$ cat config.mk
export PLATFORM = sky130hd
export DESIGN_NAME = cordic_ln_iter_flat
export DESIGN_NICKNAME = d
export VERILOG_FILES = /design/src/rtl/cordic_ln_if.sv /design/src/rtl/cordic_ln.sv /design/src/flat_wrapper.sv
export SDC_FILE = /design/constraint.sdc
export NUM_CORES = 1
export LEC_CHECK = 0
export CAP_MARGIN = 10
export CORE_ASPECT_RATIO = 1.1
export CORE_MARGIN = 2
export CORE_UTILIZATION = 61
export DETAILED_ROUTE_END_ITERATION = 10
export GPL_ROUTABILITY_DRIVEN = 0
export PLACE_DENSITY = 0.81
export SLEW_MARGIN = 20
export SYNTH_ARGS = -nofsm -noshare
export SYNTH_HDL_FRONTEND = slang
export SYNTH_SLANG_ARGS = --single-unit
$ cat constraint.sdc
create_clock -name clk -period 7.73 [get_ports clk]
set_clock_uncertainty 0.1 [all_clocks]
set_input_delay 1.9325 -clock clk [delete_from_list [all_inputs] [get_ports clk]]
set_output_delay 1.9325 -clock clk [all_outputs]
set_load 0.01 [all_outputs]
$ cat src/rtl/cordic_ln_if.sv
// Handshake bundle for the iterative natural-log unit.
//   in_valid/in_ready/x_in    : operand channel, producer -> unit
//   out_valid/out_ready       : result channel, unit -> consumer
//   ln_out/err                : result payload, valid while out_valid is high
// master: the side that supplies operands and retires results.
// slave : the log unit itself.
interface cordic_ln_if #(
  parameter int WIDTH = 32
);
  logic             in_valid;
  logic             in_ready;
  logic [WIDTH-1:0] x_in;
  logic             out_valid;
  logic             out_ready;
  logic [WIDTH-1:0] ln_out;
  logic             err;

  modport master (
    output in_valid, x_in, out_ready,
    input  in_ready, out_valid, ln_out, err
  );

  modport slave (
    input  in_valid, x_in, out_ready,
    output in_ready, out_valid, ln_out, err
  );
endinterface

$ cat src/rtl/cordic_ln.sv
// Iterative natural logarithm by multiplicative normalization.
// A running product p starts at 1.0 and is greedily multiplied by (1 + 2^-i)
// whenever that keeps it at or below x; every accepted factor adds the matching
// ln(1 + 2^-i) constant into acc. One index i is tried per clock.
// Operand and result are unsigned Q2.30; legal operands lie in [1.0, 2.0).
// Ports:
//   clk : rising-edge clock
//   rst : synchronous active-high reset, aborts any computation in flight
//   io  : cordic_ln_if slave (in_valid/in_ready/x_in, out_valid/out_ready,
//         ln_out, err)
module cordic_ln_iter #(
  parameter int WIDTH = 32,
  parameter int FRAC  = 30,
  parameter int ITER  = 30
) (
  input  logic         clk,
  input  logic         rst,
  cordic_ln_if.slave   io
);

  localparam int IW = $clog2(ITER + 1);
  localparam logic [WIDTH-1:0] ONE     = WIDTH'(1) << FRAC;
  localparam logic [IW-1:0]    I_FIRST = IW'(1);
  localparam logic [IW-1:0]    I_LAST  = IW'(ITER);

  localparam logic [1:0] S_IDLE = 2'd0;
  localparam logic [1:0] S_RUN  = 2'd1;
  localparam logic [1:0] S_DONE = 2'd2;

  // round(ln(1 + 2^-idx) * 2^30); entries past 17 are plain powers of two
  // because the second-order term is already below half an LSB.
  function automatic logic [31:0] ln_term(input logic [4:0] idx);
    logic [31:0] t;
    case (idx)
      5'd1:    t = 32'd435364845;
      5'd2:    t = 32'd239598564;
      5'd3:    t = 32'd126468572;
      5'd4:    t = 32'd65095192;
      5'd5:    t = 32'd33040817;
      5'd6:    t = 32'd16647494;
      5'd7:    t = 32'd8356010;
      5'd8:    t = 32'd4186133;
      5'd9:    t = 32'd2095107;
      5'd10:   t = 32'd1048064;
      5'd11:   t = 32'd524160;
      5'd12:   t = 32'd262112;
      5'd13:   t = 32'd131064;
      5'd14:   t = 32'd65534;
      5'd15:   t = 32'd32768;
      5'd16:   t = 32'd16384;
      5'd17:   t = 32'd8192;
      5'd18:   t = 32'd4096;
      5'd19:   t = 32'd2048;
      5'd20:   t = 32'd1024;
      5'd21:   t = 32'd512;
      5'd22:   t = 32'd256;
      5'd23:   t = 32'd128;
      5'd24:   t = 32'd64;
      5'd25:   t = 32'd32;
      5'd26:   t = 32'd16;
      5'd27:   t = 32'd8;
      5'd28:   t = 32'd4;
      5'd29:   t = 32'd2;
      5'd30:   t = 32'd1;
      default: t = 32'd0;
    endcase
    return t;
  endfunction

  logic [1:0]       state;
  logic [WIDTH-1:0] x_reg;
  logic [WIDTH-1:0] p;
  logic [WIDTH-1:0] acc;
  logic [IW-1:0]    i;
  logic             out_valid_q;
  logic [WIDTH-1:0] ln_out_q;
  logic             err_q;

  logic [WIDTH-1:0] cand;
  logic             take;
  logic [WIDTH-1:0] acc_next;

  assign io.in_ready  = (state == S_IDLE);
  assign io.out_valid = out_valid_q;
  assign io.ln_out    = ln_out_q;
  assign io.err       = err_q;

  // Candidate product stays below 3.0 for p < 2.0, so Q2.30 cannot overflow.
  always_comb begin
    cand     = p + (p >> i);
    take     = (cand <= x_reg);
    acc_next = acc;
    if (take) begin
      acc_next = acc + WIDTH'(ln_term(5'(i)));
    end
  end

  // ---- iteration register stage ----
  always_ff @(posedge clk) begin
    if (rst) begin
      state       <= S_IDLE;
      x_reg       <= '0;
      p           <= '0;
      acc         <= '0;
      i           <= '0;
      out_valid_q <= 1'b0;
      ln_out_q    <= '0;
      err_q       <= 1'b0;
    end else begin
      case (state)
        S_IDLE: begin
          if (io.in_valid) begin
            x_reg <= io.x_in;
            p     <= ONE;
            acc   <= '0;
            i     <= I_FIRST;
            if (io.x_in[WIDTH-1 -: 2] != 2'b01) begin
              err_q       <= 1'b1;
              ln_out_q    <= '0;
              out_valid_q <= 1'b1;
              state       <= S_DONE;
            end else begin
              state <= S_RUN;
            end
          end
        end
        S_RUN: begin
          if (take) begin
            p <= cand;
          end
          acc <= acc_next;
          if (i == I_LAST) begin
            ln_out_q    <= acc_next;
            err_q       <= 1'b0;
            out_valid_q <= 1'b1;
            state       <= S_DONE;
          end else begin
            i <= i + 1'b1;
          end
        end
        S_DONE: begin
          // Result holds until retired; the cycle after retire is IDLE,
          // so a waiting producer sees a one-cycle bubble.
          if (io.out_ready) begin
            out_valid_q <= 1'b0;
            state       <= S_IDLE;
          end
        end
        default: begin
          state       <= S_IDLE;
          out_valid_q <= 1'b0;
        end
      endcase
    end
  end

endmodule

$ cat src/flat_wrapper.sv
// flat-port wrapper written by rule: the top's interface ports become plain ports
module cordic_ln_iter_flat 
#(
  parameter int WIDTH = 32,
  parameter int FRAC  = 30,
  parameter int ITER  = 30
)
  (clk, rst, io_in_valid, io_x_in, io_out_ready, io_in_ready, io_out_valid, io_ln_out, io_err);
  cordic_ln_if #(.WIDTH(WIDTH)) io_i ();
  input  logic clk;
  input  logic rst;
  input wire logic [$bits(io_i.in_valid)-1:0] io_in_valid;
  input wire logic [$bits(io_i.x_in)-1:0] io_x_in;
  input wire logic [$bits(io_i.out_ready)-1:0] io_out_ready;
  output wire logic [$bits(io_i.in_ready)-1:0] io_in_ready;
  output wire logic [$bits(io_i.out_valid)-1:0] io_out_valid;
  output wire logic [$bits(io_i.ln_out)-1:0] io_ln_out;
  output wire logic [$bits(io_i.err)-1:0] io_err;
  assign io_i.in_valid = io_in_valid;
  assign io_i.x_in = io_x_in;
  assign io_i.out_ready = io_out_ready;
  assign io_in_ready = io_i.in_ready;
  assign io_out_valid = io_i.out_valid;
  assign io_ln_out = io_i.ln_out;
  assign io_err = io_i.err;
  cordic_ln_iter #(.WIDTH(WIDTH), .FRAC(FRAC), .ITER(ITER)) u_core (.clk(clk), .rst(rst), .io(io_i));
endmodule
==> key figures <==
Clock network
  – Post_cts resized: 0
  – Num CTS Buffers: 17
  – CTS tree: yes
  – Hold buffer count at cts: 0
  – Post-CTS Setup Inserts: 0
  – Clock sink count: 166
  – Clock Pin Slew Worst Setup and Hold Paths: 70 ps
  – CTS root buffer: clkbuf_16
  – Clock latency on the worst-skew pair: 440 ps
  – Max clock buf depth: 2
  – Htree depth: 4

Worst setup path
  – RR Startpoint: u_core.i[0]$_SDFFE_PP0P_
  – WS Path Type: flop to flop
  – Slowest stage cell, crit path: nor4_1
  – Worst path top cell family by delay: compound AO/OA/AOI/OAI gates
  – R2r setup slk: 470 ps
  – CP Launch Point: u_core.i[0]$_SDFFE_PP0P_
  – Worst path max stage delay: 590 ps
  – Worst Setup EP: u_core.io.ln_out[30]$_SDFFE_PP0P_
  – CP bufs+invs: 3
  – Register-to-Register Path Depth: 27
  – CP Data Required Time: 7950 ps
  – Crit path capture type: flop
  – Crit path DAT: 7480 ps
  – Levels on crit path: 27
  – R2r endpoint: u_core.io.ln_out[30]$_SDFFE_PP0P_
  – Critical path launch point type: flop
  – Maximum fanout along the worst path: 32

STA
  – Slew at the pin with the worst max-slew slack: 1130 ps
  – Max-slew violations: 0
  – Fmax achieved: 0.138 GHz
  – Total negative slack: 0 ps
  – Hold WS: 352 ps
  – Number of setup violations in the final report: 0
  – RSZ-0062 raised after global routing: no
  – Slew HR: 24.2%
  – Minimum clock period: 7260 ps
  – Final hold violation count: 0
  – Tcrit/Tclk final: 93.9%

Routing
  – Initial drt markers: 1329
  – WL final: 33300 um
  – Antenna viol nets, final: 0
  – Avg Vias per Cell: 6.38
  – Vias post-DR: 11600
  – Post-route DRC: 0
  – WL per Instance: 18.4 um
  – Drt first pass iters: 6

Finish
  – FILL cells: 1566
  – Commonest cells after routing, fill and taps aside: nand2_1 (235), a21oi_1 (178), dfxtp_1 (165), nor2_1 (144), ha_1 (100)
  – Antenna Cells: 0
  – Final #Nets: 1692
  – Most common cell after layout, fill and taps aside: nand2_1
  – P&R area growth vs syn: 12.2%
  – Layout cells sized above 1: 6.32%

Global route
  – First-pass GRT wire length: 53600 um
  – Vias in the first global route: 11100
  – Initial antenna violation count: 0
  – Total grt overflow: 0
  – GRT Total Usage: 32.9%
  – Largest net degree at the start of global routing: 79

Outcome
  – Status: finished clean

Power
  – Clock group share of total power: 38.8%
  – Leak pwr: 5.51 nW
  – Sw Share: 31.1%
  – Part of the power in combinational logic: 19.6%
  – Sequential power share: 41.5%
  – Int Power: 1.50 mW
  – Sw Pwr: 0.679 mW
  – Power Dens Cells: 165 mW/mm2
  – Worst vdd ir: 0.154 mV

Logic synthesis
  – Synthesized net count: 1665
  – Post-synth EDFFs: 0
  – Async SR Flop Fraction: 0%
  – Post-synth top flop: dfxtp_1
  – Synth Warn #: 0
  – Count of cell types in the netlist: 78
  – Post-synthesis cell area: 0.0118 mm2
  – Mean post-synth cell area: 7.72 um2
  – Area share of the largest cell type after synthesis: 28.2%
  – #FFs+latches synth: 166
  – Cells after Synth: 1527
  – Register area share after synthesis: 28.2%
  – Area leader, netlist: dfxtp_1
  – Most area-consuming cells after synthesis: dfxtp_1 (28%), ha_1 (11%), a21oi_1 (7.6%), nand2_1 (7.5%), nor2_1 (4.6%)

Flow run
  – Total of max-cap violations: 0

Floorplan
  – Core Area: 0.0190 mm2
  – DIE HEIGHT: 150 um
  – Rows: 53
  – Die width: 137 um
  – Top Ports: 71
  – Initial core utilization: 61.9%
  – Die area: 0.0205 mm2

Place
  – HPWL Detailed: 24200 um
  – IO buf count: 70

Worst hold path
  – HP Class: flop to flop
[area by class of cell]
cell class	instances	area [um2]	area share, %
timing repair buffer	92	901	6.81
inverter	66	248	1.87
multi-input combinational	1211	7880	59.5
clock inverter	14	141	1.07
clock buffer	18	429	3.24
sequential	166	3320	25.1
tap	247	309	2.34
[worst reg2reg max path: cells and delay by family, from the launching register on]
family | cells | cell delay [ps]
fa+ha+maj | 3 | 790
mux | 2 | 610
buf+inv | 3 | 530
xor+xnor | 1 | 200
compound gates | 10 | 2910
simple gates | 8 | 1570
flops | 1 | 460
[metrics by stage]
step / instances / total power [mW] / utilization (%) / setup slack [ps] / area, um2
final: 1814 / 2.18 / 69.5 / 469 / 13200
after global routing: 1814 / 2.26 / 69.5 / 74.3 / 13200
after CTS: 1814 / 2.18 / 69.5 / 576 / 13200
after detailed placement: 1782 / 1.35 / 66.5 / 640 / 12700
after global placement: 1782 / 1.34 / 66.5 / 694 / 12700
after floorplan: 1527 / 1.22 / - / 1380 / 11800
[synthesized netlist by cell type, types with 17 or more instances]
cell type,count
nand2_1,236
a21oi_1,178
dfxtp_1,166
nor2_1,144
ha_1,100
o21ai_0,81
inv_1,65
clkbuf_1,54
nand3_1,47
mux2i_1,41
xnor2_1,32
xor2_1,24
a22oi_1,23
a21o_1,21
mux4_2,17
[cells by family (layout without fill, tap and decap cells)]
kind of cell	count (synthesis)	count (layout)	share of synthesized area, %
mux	66	66	7.49
buf+inv	150	190	5.08
flops	166	166	28.2
compound gates	443	443	23.5
fa+ha+maj	102	102	11.0
simple gates	544	544	20.6
xor+xnor	56	56	4.16
[per-layer routing]
layer / GRT usage (%) / vias to the layer above / share of wire, %
met5: 0 / - / 0
met3: 5.79 / 149 / 6.2
met2: 57.2 / 544 / 49
li1: - / 5528 / -
met4: 20.4 / 0 / 6.4
met1: 37.0 / 5346 / 38
[power by group through the flow]
| stage | clock network [mW] | registers (mW) | logic, mW |
|---|---|---|---|
| after global placement | 0 | 0.925 | 0.411 |
| after global routing | 0.886 | 0.910 | 0.467 |
| after detailed placement | 0 | 0.926 | 0.420 |
| final | 0.848 | 0.906 | 0.428 |
| after CTS | 0.848 | 0.906 | 0.423 |
| after floorplan | 0 | 0.918 | 0.297 |
[worst min path at each step]
stage	start	end	slack (ps)	cells past startpoint
after floorplan	u_core.x_reg[10]$_SDFFE_PP0P_	u_core.x_reg[10]$_SDFFE_PP0P_	340	2
after global placement	u_core.io.ln_out[14]$_SDFFE_PP0P_	u_core.io.ln_out[14]$_SDFFE_PP0P_	340	2
after detailed placement	u_core.io.ln_out[23]$_SDFFE_PP0P_	u_core.io.ln_out[23]$_SDFFE_PP0P_	350	2
after CTS	u_core.io.ln_out[23]$_SDFFE_PP0P_	u_core.io.ln_out[23]$_SDFFE_PP0P_	360	2
after global routing	u_core.x_reg[24]$_SDFFE_PP0P_	u_core.x_reg[24]$_SDFFE_PP0P_	380	2
final	u_core.io.ln_out[23]$_SDFFE_PP0P_	u_core.io.ln_out[23]$_SDFFE_PP0P_	350	2
Power figures use the tool's default switching activity.
